**config.mk**
```make
export PLATFORM = sky130hd
export DESIGN_NAME = pipe_delay_flat
export DESIGN_NICKNAME = d
export VERILOG_FILES = /design/src/rtl/pipe_delay_pkg.sv /design/src/rtl/pipe_delay_if.sv /design/src/rtl/pipe_stage.sv /design/src/rtl/pipe_delay.sv /design/src/flat_wrapper.sv
export SDC_FILE = /design/constraint.sdc
export NUM_CORES = 1
export LEC_CHECK = 0
export CAP_MARGIN = 15
export CELL_PAD_IN_SITES_DETAIL_PLACEMENT = 1
export CELL_PAD_IN_SITES_GLOBAL_PLACEMENT = 1
export CORE_MARGIN = 3
export CORE_UTILIZATION = 38
export DETAILED_ROUTE_END_ITERATION = 7
export GPL_TIMING_DRIVEN = 0
export PLACE_DENSITY_LB_ADDON = 0.2
export REMOVE_ABC_BUFFERS = 1
export SYNTH_ARGS = -nofsm -noshare
export SYNTH_HDL_FRONTEND = slang
export SYNTH_SLANG_ARGS = --single-unit
```
**constraint.sdc**
```tcl
create_clock -name clk -period 2.05 [get_ports clk]
set_clock_uncertainty 0.05 [all_clocks]
set_input_delay 0.205 -clock clk [delete_from_list [all_inputs] [get_ports clk]]
set_output_delay 0.205 -clock clk [all_outputs]
set_load 0.05 [all_outputs]
```
**src/rtl/pipe_delay_pkg.sv**
```systemverilog
// Shared defaults and helpers for the pipe_delay elastic delay line.
package pipe_delay_pkg;

  localparam int unsigned DEF_WIDTH = 8;
  localparam int unsigned DEF_DEPTH = 4;

  // Bits needed to hold an occupancy count of 0..depth
  function automatic int unsigned cnt_w(input int unsigned depth);
    return $clog2(depth + 1);
  endfunction

endpackage

```
**src/rtl/pipe_delay_if.sv**
```systemverilog
// Upstream/downstream valid-ready bundle plus occupancy for pipe_delay.
interface pipe_delay_if
  import pipe_delay_pkg::*;
#(
  parameter int unsigned WIDTH = DEF_WIDTH,
  parameter int unsigned DEPTH = DEF_DEPTH
);

  localparam int unsigned CW = cnt_w(DEPTH);

  logic             in_valid;
  logic             in_ready;
  logic [WIDTH-1:0] in_data;
  logic             out_valid;
  logic             out_ready;
  logic [WIDTH-1:0] out_data;
  logic [CW-1:0]    count;

  modport master (
    output in_valid, in_data, out_ready,
    input  in_ready, out_valid, out_data, count
  );

  modport slave (
    input  in_valid, in_data, out_ready,
    output in_ready, out_valid, out_data, count
  );

endinterface

```
**src/rtl/pipe_stage.sv**
```systemverilog
// One valid+data register of the delay line: async reset, sync clear, load enable.
module pipe_stage #(
  parameter int unsigned      WIDTH     = 8,
  parameter logic [WIDTH-1:0] RESET_VAL = '0
) (
  input  logic             clk,
  input  logic             rst,
  input  logic             sclr_i,
  input  logic             load_i,
  input  logic             v_i,
  input  logic [WIDTH-1:0] d_i,
  output logic             v_o,
  output logic [WIDTH-1:0] d_o
);

  logic             v_q, v_d;
  logic [WIDTH-1:0] d_q, d_d;

  // Data only moves with a valid word; an emptied stage keeps its stale data
  always_comb begin
    v_d = v_q;
    d_d = d_q;
    if (!sclr_i) begin
      v_d = 1'b0;
      d_d = RESET_VAL;
    end else if (load_i) begin
      v_d = v_i;
      if (v_i) d_d = d_i;
    end
  end

  always_ff @(posedge clk or negedge rst) begin
    if (!rst) begin
      v_q <= 1'b0;
      d_q <= RESET_VAL;
    end else begin
      v_q <= v_d;
      d_q <= d_d;
    end
  end

  assign v_o = v_q;
  assign d_o = d_q;

endmodule

```
**src/rtl/pipe_delay.sv**
```systemverilog
// Elastic DEPTH-stage register pipeline with collapsing bubbles and occupancy count.
module pipe_delay
  import pipe_delay_pkg::*;
#(
  parameter int unsigned      WIDTH     = DEF_WIDTH,
  parameter int unsigned      DEPTH     = DEF_DEPTH,
  parameter logic [WIDTH-1:0] RESET_VAL = '0
) (
  input  logic         clk,
  input  logic         rst,
  input  logic         sclr,
  pipe_delay_if.slave  bus
);

  localparam int unsigned CW = $clog2(DEPTH + 1);

  logic [DEPTH-1:0] v;
  logic [WIDTH-1:0] d     [DEPTH];
  logic [DEPTH-1:0] src_v;
  logic [WIDTH-1:0] src_d [DEPTH];
  logic [DEPTH:0]   acc;
  logic             in_fire;
  logic             out_fire;
  logic             out_valid_c;
  logic [CW-1:0]    count_q, count_d;

  // Accept chain: a stage may load if it is empty or its successor is loading
  always_comb begin
    acc        = '0;
    acc[DEPTH] = bus.out_ready;
    for (int i = DEPTH - 1; i >= 0; i--) begin
      acc[i] = ~v[i] | acc[i+1];
    end
  end

  assign out_valid_c  = v[DEPTH-1] & sclr;
  assign bus.in_ready = acc[0] & sclr & rst;
  assign in_fire      = bus.in_valid & bus.in_ready;
  assign out_fire     = out_valid_c & bus.out_ready;

  for (genvar j = 0; j < DEPTH; j++) begin : g_stage
    if (j == 0) begin : g_head
      assign src_v[j] = in_fire;
      assign src_d[j] = bus.in_data;
    end else begin : g_body
      assign src_v[j] = v[j-1];
      assign src_d[j] = d[j-1];
    end

    pipe_stage #(
      .WIDTH     (WIDTH),
      .RESET_VAL (RESET_VAL)
    ) u_stage (
      .clk    (clk),
      .rst    (rst),
      .sclr_i (sclr),
      .load_i (acc[j]),
      .v_i    (src_v[j]),
      .d_i    (src_d[j]),
      .v_o    (v[j]),
      .d_o    (d[j])
    );
  end

  // Occupancy tracks popcount(v) via fire events
  always_comb begin
    count_d = count_q;
    if (!sclr) begin
      count_d = '0;
    end else if (in_fire && !out_fire) begin
      count_d = count_q + CW'(1);
    end else if (out_fire && !in_fire) begin
      count_d = count_q - CW'(1);
    end
  end

  always_ff @(posedge clk or negedge rst) begin
    if (!rst) count_q <= '0;
    else      count_q <= count_d;
  end

  assign bus.out_valid = out_valid_c;
  assign bus.out_data  = d[DEPTH-1];
  assign bus.count     = count_q;

endmodule

```
**src/flat_wrapper.sv**
```systemverilog
// flat-port wrapper written by rule: the top's interface ports become plain ports
module pipe_delay_flat import pipe_delay_pkg::*;
#(
  parameter int unsigned      WIDTH     = DEF_WIDTH,
  parameter int unsigned      DEPTH     = DEF_DEPTH,
  parameter logic [WIDTH-1:0] RESET_VAL = '0
)
  (clk, rst, sclr, bus_in_valid, bus_in_data, bus_out_ready, bus_in_ready, bus_out_valid, bus_out_data, bus_count);
  pipe_delay_if #(.WIDTH(WIDTH), .DEPTH(DEPTH)) bus_i ();
  input  logic clk;
  input  logic rst;
  input  logic sclr;
  input wire logic [$bits(bus_i.in_valid)-1:0] bus_in_valid;
  input wire logic [$bits(bus_i.in_data)-1:0] bus_in_data;
  input wire logic [$bits(bus_i.out_ready)-1:0] bus_out_ready;
  output wire logic [$bits(bus_i.in_ready)-1:0] bus_in_ready;
  output wire logic [$bits(bus_i.out_valid)-1:0] bus_out_valid;
  output wire logic [$bits(bus_i.out_data)-1:0] bus_out_data;
  output wire logic [$bits(bus_i.count)-1:0] bus_count;
  assign bus_i.in_valid = bus_in_valid;
  assign bus_i.in_data = bus_in_data;
  assign bus_i.out_ready = bus_out_ready;
  assign bus_in_ready = bus_i.in_ready;
  assign bus_out_valid = bus_i.out_valid;
  assign bus_out_data = bus_i.out_data;
  assign bus_count = bus_i.count;
  pipe_delay #(.WIDTH(WIDTH), .DEPTH(DEPTH), .RESET_VAL(RESET_VAL)) u_core (.clk(clk), .rst(rst), .sclr(sclr), .bus(bus_i));
endmodule
```
==> impl_metrics.yaml <==
run_status:
  status: "finished clean"
grt:
  top_usage_layer: "met2"
  grt-ovfl-total: 0
  grt_max_degree: 40
  grtUsageTotal_pct: 14.14
  grt_pass1_wl_mm: 5.747
  antenna_found_initial: 0
  grt_util_met2_pct: 23.03
  met3_usage_pct: 3.420
  grt_use_met1_pct: 18.33
  grt_pass1_vias: 1172
synthesis:
  ys_top_cells_by_area: "dfrtp_1 56%, mux2i_1 11%, nor2b_1 6.8%, nand2_1 4.5%, a22o_1 4.0%"
  ys_ff_latch: 39
  syn-cell-area_um2: 1743
  synth_commonest_cells: "39 x dfrtp_1, 21 x nand2_1, 20 x mux2i_1"
  yosys.area.top_type: "dfrtp_1"
  syn_avg_cell_area_um2: 11.47
  yosysWarnings: 0
  yosysMostFrequentCell: "dfrtp_1"
  synth_flop_cell: "dfrtp_1"
  yosys.area.top_type_share_pct: 55.99
  synth_cell_types: 24
  synthArstFlopShare_pct: 100.0
  synthCells: 152
  seq_area_frac_synth_pct: 55.99
  synth_edf_count: 0
routing:
  drt_pass1_iterations: 4
  route.detailed.drc: 0
  routed_via_density: 4.942
  vias: 1117
  wire_per_inst_um: 15.54
  antenna_left: 0
  wl_mm: 3.512
  drtIter0Drc: 68
worst_setup_path:
  worstPathMaxFanout: 5
  start_kind: "input port"
  reg2reg_from: "u_core.g_stage[1].u_stage.v_o"
  reg2reg_to: "u_core.bus.count[2]"
  r2r_cells: 7
  ff2ff_setup_slack_ns: 0.16
  end_kind: "register"
  arrival_ns: 2.05
  required_ns: 2.21
  worstSetupPathType: "in2reg"
clocking:
  cts_buffers: 5
  cts_sinks: 39
  cts_max_level: 2
  cts.path.max_buffers: 2
  worstSkewPairLatency_ns: 0.29
  cts_tree: "built"
  clockRootBuffer: "clkbuf_8"
  clk_pin_slew_ns: 0.08
job:
  maxCapViolCount: 0
floorplanning:
  pin_count: 26
  die_w_um: 73.73
  dieArea_um2: 5435
  die_h_um: 73.73
  start_util_pct: 39.75
  row_count: 24
  coreArea_um2: 4384
power:
  power_frac_comb_pct: 9.4
  p_clk_share_pct: 41.1
  p_sw_w: 0.0003710
  p_per_area_nw_per_um2: 759.2
  p_sw_share_pct: 22.96
  pwr-share-seq_pct: 49.5
  p_leak_nw: 1.041
  p_int_w: 0.001245
  irDropWorstVdd_mv: 0.3710
placement:
  placed_cells: 212
  place_hpwl_mm: 2.270
  place_congestion: 0.6902
  port_buffers: 25
sta:
  tightest_slew_ns: 0.5078
  setup_viol: 0
  slew_headroom_pct: 66.15
  slew_viol_final: 0
  layout_min_cycle_time_ns: 1.885
  grt_setup_unrepaired: "no"
  final_hold_viol_count: 0
  finalCritPeriodShare_pct: 91.95
  max_freq_ghz: 0.5305
worst_hold_path:
  hold_end: "u_core.g_stage[1].u_stage.v_o"
  hold_path_class: "in2reg"
  hold_start: "sclr"
  holdPathStages: 2
layout:
  final_util_pct: 48.54
  nFillCells: 474
  stdcell_count: 226
  layout.nets: 187
  syn_to_final_growth_pct: 22.11
  final_layout_size_suffix_gt1_share_pct: 12.07
  diodes: 0
==> area by class of cell <==
| type | instances | area, um^2 | share of cell area (%) |
|---|---|---|---|
| repair buffers | 30 | 292.8 | 13.76 |
| well taps | 52 | 65.06 | 3.057 |
| clock buffers | 6 | 82.58 | 3.880 |
| multi-input cells | 95 | 669.4 | 31.45 |
| inverters | 2 | 7.507 | 0.3527 |
| clock inverters | 2 | 35.03 | 1.646 |
| flip-flops and latches | 39 | 975.9 | 45.86 |
==> power by group through the flow <==
stage	clock network (W)	logic [W]	registers, W
floorplan	0	0.0000527	0.000830
global placement	0	0.000138	0.000813
detailed placement	0	0.000144	0.000814
CTS	0.000684	0.000153	0.000800
global route	0.000714	0.000168	0.000802
finish	0.000664	0.000151	0.000800
==> flip-flops by register name, summed over array words and instances (netlist names) <==
| register | count |
|---|---|
| u_core.g_stage.u_stage.d_o | 32 |
| u_core.bus.count | 3 |
| u_core.g_stage.u_stage.v_o | 4 |
==> per-stage QoR <==
step                worst slack [ns]    TNS, ns  hold WS (ns)  cell area [um^2]   power, W
floorplan                    0.01052          0       -0.1406              1634  0.0008831
global placement              -1.737     -24.97        0.4124              1949  0.0009507
detailed placement            -1.308     -12.90        0.3312              1944  0.0009581
CTS                        -0.007888  -0.007888        0.2628              2107   0.001637
global route                 0.04941          0        0.2884              2128   0.001684
finish                        0.1650          0        0.2691              2128   0.001616
==> critical path, stage by stage <==
cell             delay (ns)
clkdlybuf4s50_1        0.43
and4b_4                0.36
a21oi_4                0.08
nor2b_1                0.16
fa_2                   0.34
and2_1                 0.14
mux2i_1                0.15
mux2i_1                0.19
==> kinds of logic after synthesis <==
logic type	share of synthesized area, %
AO/OA/AOI/OAI	9.404
XOR/XNOR	0.5026
adder cells (fa/ha/maj)	1.149
buffers and inverters	6.676
flip-flops	55.99
multiplexers	11.49
AND/OR/NAND/NOR	14.79
==> layout by cell type, fill, tap and decap left out, drive strengths merged <==
cell type      instances
clkinv                 1
a22o                   8
xor2                   1
mux2i                 20
o21ai                  8
dfrtp                 39
clkdlybuf4s50         22
nand2b                 2
nor2b                 19
nand2                 21
clkbuf                 7
fa                     1
and2                   2
dlygate4sd3            1
a21oi                  4
and3                   2
nand3                  1
a31o                   1
and4b                  1
bufinv                 1
nor2                   1
o21a                   2
a21boi                 1
inv                    2
buf                    6
==> worst max-delay path by stage <==
| stage | start | end | slack, ns | depth (start not counted) |
|---|---|---|---|---|
| floorplan | u_core.g_stage[1].u_stage.v_o | u_core.bus.count[2] | 0.01 | 7 |
| global placement | rst | u_core.bus.count[2] | -1.74 | 8 |
| detailed placement | sclr | u_core.bus.count[2] | -1.31 | 8 |
| CTS | bus_out_ready | u_core.bus.count[2] | -0.008 | 8 |
| global route | bus_out_ready | u_core.bus.count[2] | 0.05 | 8 |
| finish | bus_out_ready | u_core.bus.count[2] | 0.16 | 8 |
==> layer usage <==
metal / vias up / part of all wire, %
met3: 5 / 3.4
li1: 544 / -
met4: 0 / 1.0
met2: 18 / 51
met1: 550 / 45
met5: - / 0
==> repair_timing <==
item                                   4_1_cts  5_1_grt
cloned                                       1        0
buffers inserted                             0        3
setup endpoints to repair                   14        1
resized for setup                            9        3
hold buffers                                 2        0
pin swaps                                    1        1
endpoints found under the hold margin       39        0
Note: power is estimated with default switching activity, not from simulation.
